[src/rtl/sd_regbank_pkg.sv]
// Shared register map, field widths and helpers for the SD controller register bank.
package sd_regbank_pkg;

   localparam logic [6:0] OFF_ARGUMENT     = 7'h00;
   localparam logic [6:0] OFF_COMMAND      = 7'h04;
   localparam logic [6:0] OFF_RESP0        = 7'h08;
   localparam logic [6:0] OFF_RESP1        = 7'h0C;
   localparam logic [6:0] OFF_RESP2        = 7'h10;
   localparam logic [6:0] OFF_RESP3        = 7'h14;
   localparam logic [6:0] OFF_DATA_TIMEOUT = 7'h18;
   localparam logic [6:0] OFF_CONTROLLER   = 7'h1C;
   localparam logic [6:0] OFF_CMD_TIMEOUT  = 7'h20;
   localparam logic [6:0] OFF_CLOCK_DIV    = 7'h24;
   localparam logic [6:0] OFF_RESET        = 7'h28;
   localparam logic [6:0] OFF_VOLTAGE      = 7'h2C;
   localparam logic [6:0] OFF_CAPA         = 7'h30;
   localparam logic [6:0] OFF_CMD_ISR      = 7'h34;
   localparam logic [6:0] OFF_DATA_ISR     = 7'h3C;
   localparam logic [6:0] OFF_BLKSIZE      = 7'h44;
   localparam logic [6:0] OFF_BLKCNT       = 7'h48;

   localparam int CMD_REG_W      = 14;
   localparam int CMD_TIMEOUT_W  = 24;
   localparam int DATA_TIMEOUT_W = 24;
   localparam int BLKSIZE_W      = 12;
   localparam int BLKCNT_W       = 16;
   localparam int INT_CMD_W      = 5;
   localparam int INT_DATA_W     = 3;
   localparam int CTRL_W         = 16;
   localparam int CLKDIV_W       = 8;
   localparam int SWRST_W        = 1;

   localparam logic [BLKSIZE_W-1:0] RESET_BLOCK_SIZE = 12'd512;

   localparam int NUM_WR = 9;
   typedef enum logic [3:0] {
      WR_ARGUMENT, WR_COMMAND, WR_DATA_TIMEOUT, WR_CONTROLLER, WR_CMD_TIMEOUT,
      WR_CLOCK_DIV, WR_RESET, WR_BLKSIZE, WR_BLKCNT
   } wr_reg_e;

   // Byte lanes touched by a beat of nbytes starting at lane lo.
   function automatic logic [3:0] lane_mask(input logic [1:0] lo, input int nbytes);
      logic [3:0] m;
      for (int i = 0; i < 4; i++) m[i] = (i >= int'(lo)) && (i < int'(lo) + nbytes);
      return m;
   endfunction

   function automatic logic [6:0] wr_offset(input int i);
      case (wr_reg_e'(i))
         WR_ARGUMENT:     return OFF_ARGUMENT;
         WR_COMMAND:      return OFF_COMMAND;
         WR_DATA_TIMEOUT: return OFF_DATA_TIMEOUT;
         WR_CONTROLLER:   return OFF_CONTROLLER;
         WR_CMD_TIMEOUT:  return OFF_CMD_TIMEOUT;
         WR_CLOCK_DIV:    return OFF_CLOCK_DIV;
         WR_RESET:        return OFF_RESET;
         WR_BLKSIZE:      return OFF_BLKSIZE;
         default:         return OFF_BLKCNT;
      endcase
   endfunction

   function automatic int wr_width(input int i);
      case (wr_reg_e'(i))
         WR_ARGUMENT:     return 32;
         WR_COMMAND:      return CMD_REG_W;
         WR_DATA_TIMEOUT: return DATA_TIMEOUT_W;
         WR_CONTROLLER:   return CTRL_W;
         WR_CMD_TIMEOUT:  return CMD_TIMEOUT_W;
         WR_CLOCK_DIV:    return CLKDIV_W;
         WR_RESET:        return SWRST_W;
         WR_BLKSIZE:      return BLKSIZE_W;
         default:         return BLKCNT_W;
      endcase
   endfunction

   function automatic logic [31:0] wr_reset(input int i);
      case (wr_reg_e'(i))
         WR_CLOCK_DIV: return 32'd1;
         WR_BLKSIZE:   return 32'(RESET_BLOCK_SIZE);
         default:      return 32'd0;
      endcase
   endfunction

endpackage

[src/rtl/sd_stage_reg.sv]
// One byte-maskable configuration register, loaded from the staged word when a write commits.
module sd_stage_reg
   import sd_regbank_pkg::*;
#(
   parameter int          W         = 32,
   parameter logic [31:0] RESET_VAL = '0
) (
   input  logic        clk,
   input  logic        rst,
   input  logic        commit,
   input  logic [3:0]  mask,
   input  logic [31:0] data,
   output logic [31:0] value
);

   logic [W-1:0] value_q, value_d;
   logic         unused_data;

   // Bytes beyond W simply fall away, which is how narrow registers truncate.
   always_comb begin
      value_d = value_q;
      for (int i = 0; i < W; i++) begin
         if (commit && mask[i/8]) value_d[i] = data[i];
      end
   end

   always_ff @(posedge clk or posedge rst) begin
      if (rst) value_q <= RESET_VAL[W-1:0];
      else     value_q <= value_d;
   end

   assign value       = 32'(value_q);
   assign unused_data = ^data;

endmodule

[src/rtl/sd_regbank_bridge.sv]
// Byte/half-word/word bus front end for the SD controller register bank with atomic staged writes.
// Define SD_REG_SNAPSHOT_EN to serve multi-beat reads from a snapshot taken on the lane-0 beat.
module sd_regbank_bridge
   import sd_regbank_pkg::*;
#(
   parameter int          DATA_W    = 8,
   parameter int          SUPPLY_MV = 3300,
   parameter logic [15:0] CAPA      = 16'h0000
) (
   input  logic                      clk,
   input  logic                      rst,
   input  logic                      req,
   input  logic                      we,
   input  logic [6:0]                addr,
   input  logic [DATA_W-1:0]         wdata,
   input  logic [DATA_W/8-1:0]       be,
   output logic                      ack,
   output logic [DATA_W-1:0]         rdata,
   output logic                      cmd_start,
   output logic                      cmd_int_rst,
   output logic                      data_int_rst,
   output logic [31:0]               argument,
   output logic [CMD_REG_W-1:0]      command,
   output logic [CMD_TIMEOUT_W-1:0]  cmd_timeout,
   output logic [DATA_TIMEOUT_W-1:0] data_timeout,
   output logic [BLKSIZE_W-1:0]      block_size,
   output logic [BLKCNT_W-1:0]       block_count,
   output logic [CLKDIV_W-1:0]       clock_div,
   output logic [CTRL_W-1:0]         controller,
   output logic [SWRST_W-1:0]        sw_reset,
   input  logic [31:0]               resp0,
   input  logic [31:0]               resp1,
   input  logic [31:0]               resp2,
   input  logic [31:0]               resp3,
   input  logic [INT_CMD_W-1:0]      cmd_isr,
   input  logic [INT_DATA_W-1:0]     data_isr
);

   localparam int NB = DATA_W / 8;

   logic [1:0]  lane_lo;
   logic [3:0]  lanes, be_lanes, pmask_eff, upd_mask;
   logic [4:0]  reg_idx;
   logic [31:0] wdata32, merged, live_val, rd_val, rd_shift;
   logic        commit, wr_beat, rd_beat, unused_rd;

   logic              ack_q, ack_d;
   logic [DATA_W-1:0] rdata_q, rdata_d;
   logic              cmd_start_q, cmd_start_d;
   logic              cmd_int_rst_q, cmd_int_rst_d;
   logic              data_int_rst_q, data_int_rst_d;
   logic [31:0]       shadow_q, shadow_d;
   logic [3:0]        pmask_q, pmask_d;
   logic [4:0]        ptag_q, ptag_d;

   assign lane_lo  = addr[1:0] & ~2'(NB - 1);
   assign lanes    = lane_mask(lane_lo, NB);
   assign be_lanes = 4'(be) << lane_lo;
   assign wdata32  = 32'(wdata) << {lane_lo, 3'b000};
   assign reg_idx  = addr[6:2];
   assign commit   = lanes[3];
   assign wr_beat  = req & we;
   assign rd_beat  = req & ~we;

   // Pending bytes only count toward the register they were staged for.
   assign pmask_eff = (ptag_q == reg_idx) ? pmask_q : 4'b0000;
   assign upd_mask  = pmask_eff | be_lanes;

   for (genvar gi = 0; gi < 4; gi++) begin : g_lane
      assign merged[gi*8 +: 8] = be_lanes[gi] ? wdata32[gi*8 +: 8] : shadow_q[gi*8 +: 8];
   end

   logic [31:0]       reg_val [NUM_WR];
   logic [NUM_WR-1:0] reg_commit;

   for (genvar gi = 0; gi < NUM_WR; gi++) begin : g_reg
      localparam logic [6:0] OFF = wr_offset(gi);
      assign reg_commit[gi] = wr_beat && commit && (reg_idx == OFF[6:2]);
      sd_stage_reg #(
         .W         (wr_width(gi)),
         .RESET_VAL (wr_reset(gi))
      ) u_reg (
         .clk    (clk),
         .rst    (rst),
         .commit (reg_commit[gi]),
         .mask   (upd_mask),
         .data   (merged),
         .value  (reg_val[gi])
      );
   end

   assign argument     = reg_val[WR_ARGUMENT];
   assign command      = reg_val[WR_COMMAND][CMD_REG_W-1:0];
   assign data_timeout = reg_val[WR_DATA_TIMEOUT][DATA_TIMEOUT_W-1:0];
   assign controller   = reg_val[WR_CONTROLLER][CTRL_W-1:0];
   assign cmd_timeout  = reg_val[WR_CMD_TIMEOUT][CMD_TIMEOUT_W-1:0];
   assign clock_div    = reg_val[WR_CLOCK_DIV][CLKDIV_W-1:0];
   assign sw_reset     = reg_val[WR_RESET][SWRST_W-1:0];
   assign block_size   = reg_val[WR_BLKSIZE][BLKSIZE_W-1:0];
   assign block_count  = reg_val[WR_BLKCNT][BLKCNT_W-1:0];

   always_comb begin
      live_val = '0;
      case (reg_idx)
         OFF_RESP0[6:2]:    live_val = resp0;
         OFF_RESP1[6:2]:    live_val = resp1;
         OFF_RESP2[6:2]:    live_val = resp2;
         OFF_RESP3[6:2]:    live_val = resp3;
         OFF_VOLTAGE[6:2]:  live_val = 32'(SUPPLY_MV);
         OFF_CAPA[6:2]:     live_val = 32'(CAPA);
         OFF_CMD_ISR[6:2]:  live_val = 32'(cmd_isr);
         OFF_DATA_ISR[6:2]: live_val = 32'(data_isr);
         default:           live_val = '0;
      endcase
      for (int i = 0; i < NUM_WR; i++) begin
         if (reg_idx == 5'(wr_offset(i) >> 2)) live_val = reg_val[i];
      end
   end

`ifdef SD_REG_SNAPSHOT_EN
   logic [31:0] snap_q, snap_d;
   logic        snap_valid_q, snap_valid_d;
   logic [4:0]  snap_tag_q, snap_tag_d;

   always_comb begin
      snap_d       = snap_q;
      snap_valid_d = snap_valid_q;
      snap_tag_d   = snap_tag_q;
      if (rd_beat && lanes[0]) begin
         snap_d       = live_val;
         snap_valid_d = 1'b1;
         snap_tag_d   = reg_idx;
      end
   end

   assign rd_val = (!lanes[0] && snap_valid_q && (snap_tag_q == reg_idx)) ? snap_q : live_val;

   always_ff @(posedge clk or posedge rst) begin
      if (rst) begin
         snap_q       <= '0;
         snap_valid_q <= 1'b0;
         snap_tag_q   <= '0;
      end else begin
         snap_q       <= snap_d;
         snap_valid_q <= snap_valid_d;
         snap_tag_q   <= snap_tag_d;
      end
   end
`else
   assign rd_val = live_val;
`endif

   assign rd_shift  = rd_val >> {lane_lo, 3'b000};
   assign unused_rd = ^rd_shift;

   always_comb begin
      ack_d          = req;
      rdata_d        = rdata_q;
      cmd_start_d    = 1'b0;
      cmd_int_rst_d  = 1'b0;
      data_int_rst_d = 1'b0;
      shadow_d       = shadow_q;
      pmask_d        = pmask_q;
      ptag_d         = ptag_q;
      if (wr_beat) begin
         ptag_d = reg_idx;
         if (commit) begin
            pmask_d = 4'b0000;
         end else begin
            shadow_d = merged;
            pmask_d  = upd_mask;
         end
         cmd_start_d    = commit && (reg_idx == OFF_ARGUMENT[6:2]);
         cmd_int_rst_d  = lanes[0] && (reg_idx == OFF_CMD_ISR[6:2]);
         data_int_rst_d = lanes[0] && (reg_idx == OFF_DATA_ISR[6:2]);
      end else if (rd_beat) begin
         rdata_d = rd_shift[DATA_W-1:0];
      end
   end

   always_ff @(posedge clk or posedge rst) begin
      if (rst) begin
         ack_q          <= 1'b0;
         rdata_q        <= '0;
         cmd_start_q    <= 1'b0;
         cmd_int_rst_q  <= 1'b0;
         data_int_rst_q <= 1'b0;
         shadow_q       <= '0;
         pmask_q        <= '0;
         ptag_q         <= '0;
      end else begin
         ack_q          <= ack_d;
         rdata_q        <= rdata_d;
         cmd_start_q    <= cmd_start_d;
         cmd_int_rst_q  <= cmd_int_rst_d;
         data_int_rst_q <= data_int_rst_d;
         shadow_q       <= shadow_d;
         pmask_q        <= pmask_d;
         ptag_q         <= ptag_d;
      end
   end

   assign ack          = ack_q;
   assign rdata        = rdata_q;
   assign cmd_start    = cmd_start_q;
   assign cmd_int_rst  = cmd_int_rst_q;
   assign data_int_rst = data_int_rst_q;

endmodule

[config.mk]
export PLATFORM = sky130hd
export DESIGN_NAME = sd_regbank_bridge
export DESIGN_NICKNAME = d
export VERILOG_FILES = /design/src/rtl/sd_regbank_pkg.sv /design/src/rtl/sd_stage_reg.sv /design/src/rtl/sd_regbank_bridge.sv
export SDC_FILE = /design/constraint.sdc
export NUM_CORES = 1
export LEC_CHECK = 0
export ABC_AREA = 0
export ABC_CLOCK_PERIOD_IN_PS = 7150
export CAP_MARGIN = 20
export CORE_UTILIZATION = 48
export DETAILED_ROUTE_END_ITERATION = 6
export GPL_ROUTABILITY_DRIVEN = 1
export GPL_TIMING_DRIVEN = 0
export PLACE_DENSITY_LB_ADDON = 0.25
export SYNTH_ARGS = -nofsm -noshare
export SYNTH_HDL_FRONTEND = slang
export SYNTH_SLANG_ARGS = --single-unit
[constraint.sdc]
create_clock -name clk -period 7.15 [get_ports clk]
set_input_delay 1.0725 -clock clk [delete_from_list [all_inputs] [get_ports clk]]
set_output_delay 1.0725 -clock clk [all_outputs]
set_load 0.01 [all_outputs]
### Word-level counts from Yosys, hierarchy flattened

Cells that the tools add are included.
Widths: inputs -> output; s select.

* add/sub/neg operators: 1
* order comparisons: 3
* equal/unequal tests: 16
* shift-type cells: 3
* muxes and demuxes: 19
* bitwise logic cells: 6
* reduce and logical (&&, ||, !) cells: 37

Operators with widths (count)
* $mux 32: 9
* $pmux 32 s7: 1
* $logic_and 1x1->1: 34
* $lt 1x32->1 const A: 1
* $mux 8: 4
* $shl 8x5->32: 1
* $shr 32x5->8: 1
* $eq 5x4->1 const B: 6
* $eq 5x3->1 const B: 4
* $eq 5x2->1 const B: 2
* $eq 5x5->1 const B: 2
* $mux 4: 2
* $eq 5x1->1 const B: 1
* $eq 5x5->1: 1
* $logic_not 5->1: 1
* $or 4x4->4: 1
* $reduce_and 2->1: 2
* $shl 1x2->4: 1
* $add 2x1->3 const B: 1
* $lt 2x3->1 const A: 1
* $mux 1: 3
* $not 1->1: 3
* $and 1x1->1: 2
* $ge 1x2->1 const A: 1

* register bits: 200
* bits of input ports: 156
* output and inout port bits: 159
* logic and storage cells: 113

### Logic depth before layout (Yosys ltp)

Gate-level depths: netlist (run 1).

* depth after elaboration: 12
* mapped depth: 10
* mapped depth without buffers: 7

### By module

Synthesis (run 1) repeated with hierarchy kept, for this count alone.

* cell total of the unflattened synthesis: 1327
* area, all modules: 13077.5 um^2

Modules (own cells, without submodules)
* sd_regbank_bridge: times used 1, cells an instance 854, area an instance 6490.0 um^2
* sd_stage_reg at g_reg[2].u_reg ...: times used 2, cells an instance 61, area an instance 957.2 um^2
* sd_stage_reg at g_reg[3].u_reg ...: times used 2, cells an instance 52, area an instance 720.7 um^2
* sd_stage_reg at g_reg[0].u_reg: times used 1, cells an instance 69, area an instance 1189.9 um^2
* sd_stage_reg at g_reg[1].u_reg: times used 1, cells an instance 50, area an instance 660.6 um^2
* sd_stage_reg at g_reg[7].u_reg: times used 1, cells an instance 48, area an instance 604.3 um^2
* sd_stage_reg at g_reg[5].u_reg: times used 1, cells an instance 43, area an instance 485.5 um^2
* sd_stage_reg at g_reg[6].u_reg: times used 1, cells an instance 37, area an instance 291.5 um^2

### Worst setup path before layout (run 1)

Ideal clock, no wire load.

* kind: input to register
* start: input addr[6]
* end: register rdata_q[0], in the netlist rdata[0]
* arrival: 2.648 ns
* required time: 7.014 ns
* slack: 4.366 ns
* stages: 8
* path buffers: 2
* cell sequence: buf_4 > buf_6 > nor3b_1 > nand2_1 > o221a_2 > a221oi_1 > a21boi_0 > o211ai_1

* cells in the longest elaborated chain, start to end: 12
* elaborated cells on any way between the ends: 27
* classes of those cells: 15 x eq/ne; 1 x shift; 10 x mux; 1 x reduce/logical

RTL lines
* from (decl): RTL line sd_regbank_bridge.sv:14 `input logic [6:0] addr,`
* $eq 5x4->1, or another cell as far along: RTL line sd_regbank_bridge.sv:104 `case (reg_idx)`
* $pmux 32 s7: RTL line sd_regbank_bridge.sv:104
* $mux 32 (8 in series): RTL line sd_regbank_bridge.sv:116 `if (reg_idx == 5'(wr_offset(i) >> 2)) live_val = reg_val[i];`
* $mux 32 (*): RTL line sd_regbank_bridge.sv:116
* $shr 32x5->8 (*): RTL line sd_regbank_bridge.sv:153 `assign rd_shift = rd_val >> {lane_lo, 3'b000};`
* to (signal assigned): RTL line sd_regbank_bridge.sv:193 `rdata_q <= rdata_d;`
* to (decl): RTL line sd_regbank_bridge.sv:48 `logic [DATA_W-1:0] rdata_q, rdata_d;`

Mark *: on every way between the ends. The rest lies on a longest branch, timed or not.
A chain may end at the register's enable or synchronous reset.

### Worst setup path in the final report (run 1)

* start: input addr[2]
* end: register rdata_q[1], in the netlist rdata[1]

The elaborated chain is that of the path after synthesis.

==> insert_results.sql, run 1 <==
INSERT INTO impl_metrics (metric_group, metric, value, unit) VALUES
('outcome', 'status', 'finished clean', ''),
('cells_and_area', 'final_layout_size_suffix_gt1_frac', '0.126', ''),
('synth', 'synth_cell_types', '77', ''),
('power_and_ir_drop', 'vdd_ir_drop_max', '0.000176', 'V'),
('clock_tree', 'ctsHtreeMaxLevel', '4', ''),
('global_routing', 'grt_pass1_wl', '70100', 'um'),
('cells_and_area', 'mostFrequentLayoutCell', 'sky130_fd_sc_hd__clkdlybuf4s50_1', ''),
('clock_tree', 'tritoncts_num_sinks', '200', ''),
('synth', 'synth_enable_flop_cells', '0', ''),
('synth', 'synthesis.area', '0.0105', 'mm2'),
('sta', 'setup-tns-final', '0', 'ns'),
('placed_design', 'dp_worst_setup_slack', '2.86', 'ns'),
('critical_path', 'critical_path_class', 'in2reg', ''),
('routing', 'vias', '11400', ''),
('sta', 'clock_skew', '0.0109', 'ns'),
('floorplanning', 'core.rowCount', '53', ''),
('clock_tree', 'cts_repair_resize_count', '0', ''),
('cells_and_area', 'multiInputGateArea', '0.00504', 'mm2'),
('placed_design', 'place_congestion', '1.01', ''),
('global_routing', 'groute.usage.overall', '0.441', ''),
('routing', 'routed_wl_per_cell', '28.7', 'um'),
('sta', 'min_period_over_period', '0.571', ''),
('clock_tree', 'postCtsHoldBufs', '0', ''),
('global_routing', 'number_of_antenna_violations_at_the_first_check_in_global_routing', '2', ''),
('cells_and_area', 'instances_no_fill', '1711', ''),
('synth', 'post_synth_xor_area_fraction', '0.00503', ''),
('routing', 'antenna_violating_nets_post_route', '0', ''),
('synth', 'post_synth_and_or_nand_nor_area_fraction', '0.173', ''),
('routing', 'firstDrtPassIters', '6', ''),
('critical_path', 'critPathLaunchType', 'input pin', ''),
('sta', 'worst-slew-pin-transition', '1.25', 'ns'),
('sta', 'final_max_slew_viol_count', '0', ''),
('floorplanning', 'start_util', '0.494', ''),
('critical_path', 'critical_path_rt', '7.53', 'ns'),
('clock_tree', 'clkTransAtPathRegs', '0.07', 'ns'),
('worst_hold_path', 'min_from', 'shadow_q[27]$_DFFE_PP0P_', ''),
('cells_and_area', 'layout.filler_cells', '1716', ''),
('synth', 'dominant_combinational_cell_family_by_area_after_synthesis', 'compound AO/OA/AOI/OAI gates', ''),
('power_and_ir_drop', 'p_leak', '6.15', 'nW'),
('clock_tree', 'clock_path_buffers', '2', ''),
('synth', 'synth.mux.area_fraction', '0.0891', ''),
('clock_tree', 'clock_root_buffer_master', 'sky130_fd_sc_hd__clkbuf_16', ''),
('synth', 'avgSynthCellArea', '9.63', 'um2'),
('synth', 'synthAdderAreaFrac', '0', ''),
('cells_and_area', 'regArea', '0.00501', 'mm2'),
('routing', 'vias_per_cell', '6.63', ''),
('cells_and_area', 'most_used_cells_in_the_layout_excluding_fill_and_tap_cells', 'sky130_fd_sc_hd__clkdlybuf4s50_1, sky130_fd_sc_hd__dfrtp_1, sky130_fd_sc_hd__nor2_1', ''),
('sta', 'final_ws_setup', '3.07', 'ns'),
('synth', 'synth-main-ff-cell', 'sky130_fd_sc_hd__dfrtp_1', ''),
('synth', 'async_reset_ff_frac', '1.00', ''),
('clock_tree', 'cts_made_buffers', '17', ''),
('routing', 'routed_wirelength', '49100', 'um'),
('floorplanning', 'die-height', '150', 'um'),
('critical_path', 'crit_fanout', '10', ''),
('power_and_ir_drop', 'power_density', '187', 'mW/mm2'),
('critical_path', 'cp-startpoint', 'addr[2]', ''),
('cells_and_area', 'design.final.nets', '1579', ''),
('sta', 'rsz0062_at_grt', 'false', ''),
('critical_path', 'worstReg2RegStart', 'ptag_q[4]$_DFFE_PP0P_', ''),
('cells_and_area', 'synth_to_final_area_change', '39.5', '%'),
('global_routing', 'largest_net_degree_at_the_start_of_global_routing', '118', ''),
('sta', 'fin_crit', '4.08', 'ns'),
('placed_design', 'detailedPlacementHpwl', '37100', 'um'),
('clock_tree', 'insertion_delay', '0.45', 'ns'),
('critical_path', 'setup_slack_of_the_most_critical_reg_to_reg_path', '4.75', 'ns'),
('critical_path', 'cp-end-kind', 'flip-flop', ''),
('clock_tree', 'tritoncts_clock_tree', 'done', ''),
('floorplanning', 'die_area', '0.0224', 'mm2'),
('floorplanning', 'dieWidth', '150', 'um'),
('sta', 'timing.max_slew.rel_slack', '0.168', ''),
('synth', 'synth_sequential_area_ratio', '0.479', '');
==> logic make-up after synthesis <==
| group | after synthesis |
|---|---|
| DFF | 200 |
| muxes | 85 |
| and+or+nand+nor | 357 |
| buffers and inverters | 87 |
| AOI/OAI and AO/OA | 350 |
| xor gates and xnor gates | 6 |
==> cell type report <==
| type | instances | area share |
|---|---|---|
| inverters | 9 | 0.00283 |
| diodes | 1 | 0.000172 |
| well taps | 275 | 0.0236 |
| plain buffers | 78 | 0.0255 |
| repair buffers | 319 | 0.219 |
| clock buffers | 17 | 0.0292 |
| clock inverters | 14 | 0.0108 |
| multi-input cells | 798 | 0.346 |
| flip-flops and latches | 200 | 0.343 |
==> state kept, by name, summed over array words and instances (netlist names) <==
register,count
g.u_reg.value,32
ack,1
shadow_q,32
pmask_q,4
data_int_rst,1
g.u_reg.value_q,115
cmd_int_rst,1
rdata,8
cmd_start,1
ptag_q,5
==> per-stage QoR <==
step,power [mW],area [um2],util,hold slack (ns)
2_1_floorplan,1.46,10500,-,0.424
3_3_place_gp,1.72,13900,0.657,0.436
3_5_place_dp,1.74,14000,0.661,0.443
4_1_cts,2.70,14600,0.688,0.459
5_1_grt,2.79,14600,0.689,0.478
6_report,2.73,14600,0.689,0.459
==> path summary, 6_finish.rpt <==
check / endpoint / depth (start not counted)
max reg2reg: g_reg[7].u_reg.value_q[2]$_DFFE_PP0P_ / 6
min: shadow_q[27]$_DFFE_PP0P_ / 1
max in group asynchronous: g_reg[4].u_reg.value_q[3]$_DFFE_PP0P_ / 3
min in group asynchronous: g_reg[2].u_reg.value_q[15]$_DFFE_PP0P_ / 2
min reg2reg: shadow_q[27]$_DFFE_PP0P_ / 1
max: rdata[1]$_DFFE_PP0P_ / 9
==> cells in the mapped netlist (4+ instances only) <==
cell | count | area [um2]
sky130_fd_sc_hd__nor2b_1 | 13 | 81.3
sky130_fd_sc_hd__o221ai_1 | 9 | 78.8
sky130_fd_sc_hd__nor3_2 | 10 | 100
sky130_fd_sc_hd__dfrtp_1 | 198 | 4950
sky130_fd_sc_hd__a31o_2 | 7 | 61.3
sky130_fd_sc_hd__nand4_1 | 18 | 113
sky130_fd_sc_hd__o31a_1 | 4 | 35.0
sky130_fd_sc_hd__buf_1 | 4 | 15.0
sky130_fd_sc_hd__buf_2 | 24 | 120
sky130_fd_sc_hd__nand2_1 | 94 | 353
sky130_fd_sc_hd__a221oi_1 | 14 | 123
sky130_fd_sc_hd__buf_4 | 11 | 82.6
sky130_fd_sc_hd__nor3_1 | 9 | 45.0
sky130_fd_sc_hd__xnor2_1 | 6 | 52.6
sky130_fd_sc_hd__a22oi_1 | 53 | 398
sky130_fd_sc_hd__o21ai_0 | 79 | 395
sky130_fd_sc_hd__mux2_2 | 63 | 709
sky130_fd_sc_hd__o211ai_1 | 4 | 30.0
sky130_fd_sc_hd__nor2_1 | 112 | 420
sky130_fd_sc_hd__a31oi_1 | 8 | 50.1
sky130_fd_sc_hd__clkbuf_1 | 38 | 143
sky130_fd_sc_hd__nand3_1 | 42 | 210
sky130_fd_sc_hd__mux2i_1 | 21 | 210
sky130_fd_sc_hd__a21oi_1 | 108 | 541
sky130_fd_sc_hd__and3_1 | 7 | 43.8
sky130_fd_sc_hd__a32oi_1 | 9 | 78.8
sky130_fd_sc_hd__inv_1 | 9 | 33.8
sky130_fd_sc_hd__o22ai_1 | 9 | 56.3
sky130_fd_sc_hd__o31ai_1 | 4 | 30.0
sky130_fd_sc_hd__or3_1 | 4 | 25.0
sky130_fd_sc_hd__nand2b_1 | 10 | 62.6
sky130_fd_sc_hd__a211oi_1 | 8 | 60.1
==> power by group <==
part           internal, mW  total [mW]  switching [mW]
Sequential             1.18        1.22          0.0403
Clock                 0.498       0.984           0.487
Combinational         0.211       0.520           0.309
Total                  1.89        2.73           0.836
==> worst max-delay path, stage by stage <==
cell	delay, ns
sky130_fd_sc_hd__clkdlybuf4s50_1	0.57
sky130_fd_sc_hd__buf_2	0.28
sky130_fd_sc_hd__nor2b_1	0.41
sky130_fd_sc_hd__clkbuf_1	0.75
sky130_fd_sc_hd__nand3_1	0.26
sky130_fd_sc_hd__nand4_1	0.19
sky130_fd_sc_hd__a2111oi_0	0.14
sky130_fd_sc_hd__o41ai_1	0.56
sky130_fd_sc_hd__o31a_1	0.23
==> metal layers <==
metal | share of wire | vias up | routed length [um] | global-route usage
met1 | 0.38 | 5538 | 18400 | 0.584
met3 | 0.14 | 161 | 6930 | 0.139
li1 | - | 4699 | - | -
met5 | 0.00026 | - | 13 | 0
met4 | 0.047 | 2 | 2330 | 0.200
met2 | 0.44 | 952 | 21400 | 0.658
Note: power is estimated with default switching activity, not from simulation.
==> inputs of run 2 (changes only) <==
Settings changed: ABC_CLOCK_PERIOD_IN_PS 7150 to 3600, CORE_UTILIZATION 48 to 43.
Clock period 7.15 ns to 3.6 ns, I/O delays scaled along.
==> insert_results.sql, run 2 (synthesized netlist as in run 1, its figures left out) <==
INSERT INTO impl_metrics (metric_group, metric, value, unit) VALUES
('worst_hold_path', 'timing.hold.worst.class', 'reg2reg', ''),
('sta', 'final_ws_setup', '-0.00871', 'ns'),
('clock_tree', 'cts_repair_resize_count', '0', ''),
('clock_tree', 'tritoncts_clock_tree', 'done', ''),
('routing', 'vias_per_cell', '6.44', ''),
('sta', 'timing.max_slew.rel_slack', '0.110', ''),
('cells_and_area', 'mostFrequentLayoutCell', 'sky130_fd_sc_hd__clkdlybuf4s50_1', ''),
('power_and_ir_drop', 'vdd_ir_drop_max', '0.000364', 'V'),
('outcome', 'status', 'finished, violations left', ''),
('clock_tree', 'clock_root_buffer_master', 'sky130_fd_sc_hd__clkbuf_16', ''),
('cells_and_area', 'final_layout_size_suffix_gt1_frac', '0.126', ''),
('clock_tree', 'clkTransAtPathRegs', '0.07', 'ns'),
('global_routing', 'grt-ovfl-total', '0', ''),
('global_routing', 'groute.usage.overall', '0.402', ''),
('clock_tree', 'cts_made_buffers', '17', ''),
('global_routing', 'number_of_global_route_vias_before_repair', '10900', ''),
('critical_path', 'crit_fanout', '10', ''),
('global_routing', 'number_of_antenna_violations_at_the_first_check_in_global_routing', '3', ''),
('sta', 'final_hold_viol_count', '0', ''),
('routing', 'drc', '0', ''),
('worst_hold_path', 'timing.hold.worst_endpoint', 'shadow_q[26]$_DFFE_PP0P_', ''),
('worst_hold_path', 'min_from', 'shadow_q[26]$_DFFE_PP0P_', ''),
('cells_and_area', 'registers.top_by_ff_count', 'g.u_reg.value_q', ''),
('power_and_ir_drop', 'p_leak', '6.14', 'nW'),
('sta', 'worst-slew-pin-transition', '1.34', 'ns'),
('floorplanning', 'die_area', '0.0249', 'mm2'),
('critical_path', 'critPathLaunchType', 'input pin', ''),
('floorplanning', 'core-area', '0.0237', 'mm2'),
('routing', 'firstDrtPassIters', '7', ''),
('clock_tree', 'cts_setup_buffers', '0', ''),
('critical_path', 'cp-end-kind', 'flip-flop', ''),
('placed_design', 'detailedPlacementHpwl', '37900', 'um'),
('critical_path', 'critical_path_rt', '3.90', 'ns'),
('critical_path', 'worstReg2RegStart', 'ptag_q[4]$_DFFE_PP0P_', ''),
('cells_and_area', 'most_used_cells_in_the_layout_excluding_fill_and_tap_cells', 'sky130_fd_sc_hd__clkdlybuf4s50_1, sky130_fd_sc_hd__dfrtp_1, sky130_fd_sc_hd__nor2_1', ''),
('run', 'max_cap_viol_count', '0', ''),
('routing', 'antenna_violating_nets_post_route', '0', ''),
('clock_tree', 'ctsHtreeMaxLevel', '4', ''),
('worst_hold_path', 'min_path_cells', '1', ''),
('global_routing', 'largest_net_degree_at_the_start_of_global_routing', '44', ''),
('clock_tree', 'clock_path_buffers', '2', ''),
('sta', 'fmax', '0.277', 'GHz'),
('cells_and_area', 'design.final.nets', '1580', ''),
('placed_design', 'dp_worst_setup_slack', '-0.416', 'ns'),
('outcome', 'failed_checks', 'negative setup slack', ''),
('floorplanning', 'start_util', '0.441', ''),
('sta', 'setup-violations-final', '1', ''),
('floorplanning', 'dieWidth', '158', 'um'),
('critical_path', 'critical_path_class', 'in2reg', ''),
('clock_tree', 'tritoncts_num_sinks', '200', ''),
('placed_design', 'numPortBuffers', '310', ''),
('floorplanning', 'num_ports', '315', ''),
('sta', 'final_max_slew_viol_count', '0', ''),
('clock_tree', 'insertion_delay', '0.45', 'ns'),
('routing', 'vias', '11300', ''),
('critical_path', 'arrival_time_reported_for_the_critical_path_endpoint', '3.91', 'ns'),
('clock_tree', 'postCtsHoldBufs', '0', ''),
('placed_design', 'place_congestion', '0.982', ''),
('global_routing', 'grt_pass1_wl', '71100', 'um'),
('sta', 'rsz0062_at_grt', 'false', ''),
('critical_path', 'rr_worst_depth', '7', ''),
('sta', 'clock_skew', '0.0144', 'ns'),
('sta', 'min_period_over_period', '1.00', ''),
('routing', 'drt-initial-drc-count', '1495', ''),
('routing', 'routed_wirelength', '50200', 'um'),
('sta', 'fin_crit', '3.61', 'ns'),
('critical_path', 'worstReg2RegEnd', 'g_reg[3].u_reg.value_q[1]$_DFFE_PP0P_', ''),
('critical_path', 'setup_slack_of_the_most_critical_reg_to_reg_path', '1.07', 'ns'),
('power_and_ir_drop', 'power_density', '369', 'mW/mm2'),
('floorplanning', 'die-height', '158', 'um'),
('cells_and_area', 'synth_to_final_area_change', '40.3', '%'),
('cells_and_area', 'largest_reg_flops', '115', ''),
('routing', 'routed_wl_per_cell', '28.6', 'um'),
('sta', 'setup-tns-final', '-0.00871', 'ns'),
('floorplanning', 'core.rowCount', '56', '');
==> run 2: changes by cell type in the layout (fill, tap and decap cells not counted), moves of 2 or more <==
cell	delta
sky130_fd_sc_hd__inv_8	-3
sky130_fd_sc_hd__clkbuf_1	+2
sky130_fd_sc_hd__buf_4	-2
sky130_fd_sc_hd__clkinv_4	-3
sky130_fd_sc_hd__clkinvlp_4	+5
sky130_fd_sc_hd__buf_12	+4
==> run 2: how the worst max path moves through the flow <==
stage | from | endpoint | cells after the start
after floorplan | rst | ack$_DFF_PP0_ | 1
after global placement | rst | cmd_int_rst$_DFF_PP0_ | 2
after detailed placement | addr[2] | rdata[3]$_DFFE_PP0P_ | 9
after CTS | addr[2] | rdata[3]$_DFFE_PP0P_ | 9
after global routing | addr[2] | rdata[6]$_DFFE_PP0P_ | 8
final | addr[2] | rdata[3]$_DFFE_PP0P_ | 9
==> run 2: stage by stage <==
| stage | util | hold slack, ns | instance area (um2) | std cells | total power, mW |
|---|---|---|---|---|---|
| 6_report | 0.619 | 0.458 | 14700 | 1757 | 5.41 |
| 5_1_grt | 0.619 | 0.480 | 14700 | 1756 | 5.53 |
| 4_1_cts | 0.619 | 0.458 | 14700 | 1755 | 5.36 |
| 3_5_place_dp | 0.594 | 0.442 | 14100 | 1723 | 3.46 |
| 3_3_place_gp | 0.589 | 0.435 | 14000 | 1714 | 3.41 |
| 2_1_floorplan | - | 0.424 | 10500 | 1085 | 2.90 |
==> run 2: area by class of cell <==
type / instances / area, um2
multi-input cells: 798 / 5040
inverters: 9 / 37.5
flip-flops and latches: 200 / 5010
clock buffers: 20 / 447
well taps: 319 / 399
repair buffers: 320 / 3230
diodes: 1 / 2.50
clock inverters: 12 / 134
plain buffers: 78 / 372
fillers: 2109 / 9020
==> run 2: layer usage <==
layer / wire (um) / vias up / track usage
met5: 28 / - / 0
met1: 19100 / 5487 / 0.529
li1: - / 4704 / -
met3: 6960 / 181 / 0.122
met4: 2450 / 4 / 0.191
met2: 21700 / 934 / 0.604
==> run 2: power breakdown <==
part           leakage (nW)  switching (mW)  internal (mW)
clock                 0.271           0.940          0.998
combinational          3.13           0.618          0.420
sequential             2.74          0.0825           2.35
==> run 2: worst max-delay path, stage by stage <==
cell                              delay [ns]
sky130_fd_sc_hd__clkdlybuf4s50_1        0.63
sky130_fd_sc_hd__buf_2                  0.28
sky130_fd_sc_hd__buf_2                  0.26
sky130_fd_sc_hd__nand3b_1               0.22
sky130_fd_sc_hd__a21boi_0               0.42
sky130_fd_sc_hd__a2111oi_1              0.84
sky130_fd_sc_hd__nor3_1                 0.14
sky130_fd_sc_hd__o21ai_0                0.39
sky130_fd_sc_hd__o221ai_1               0.18
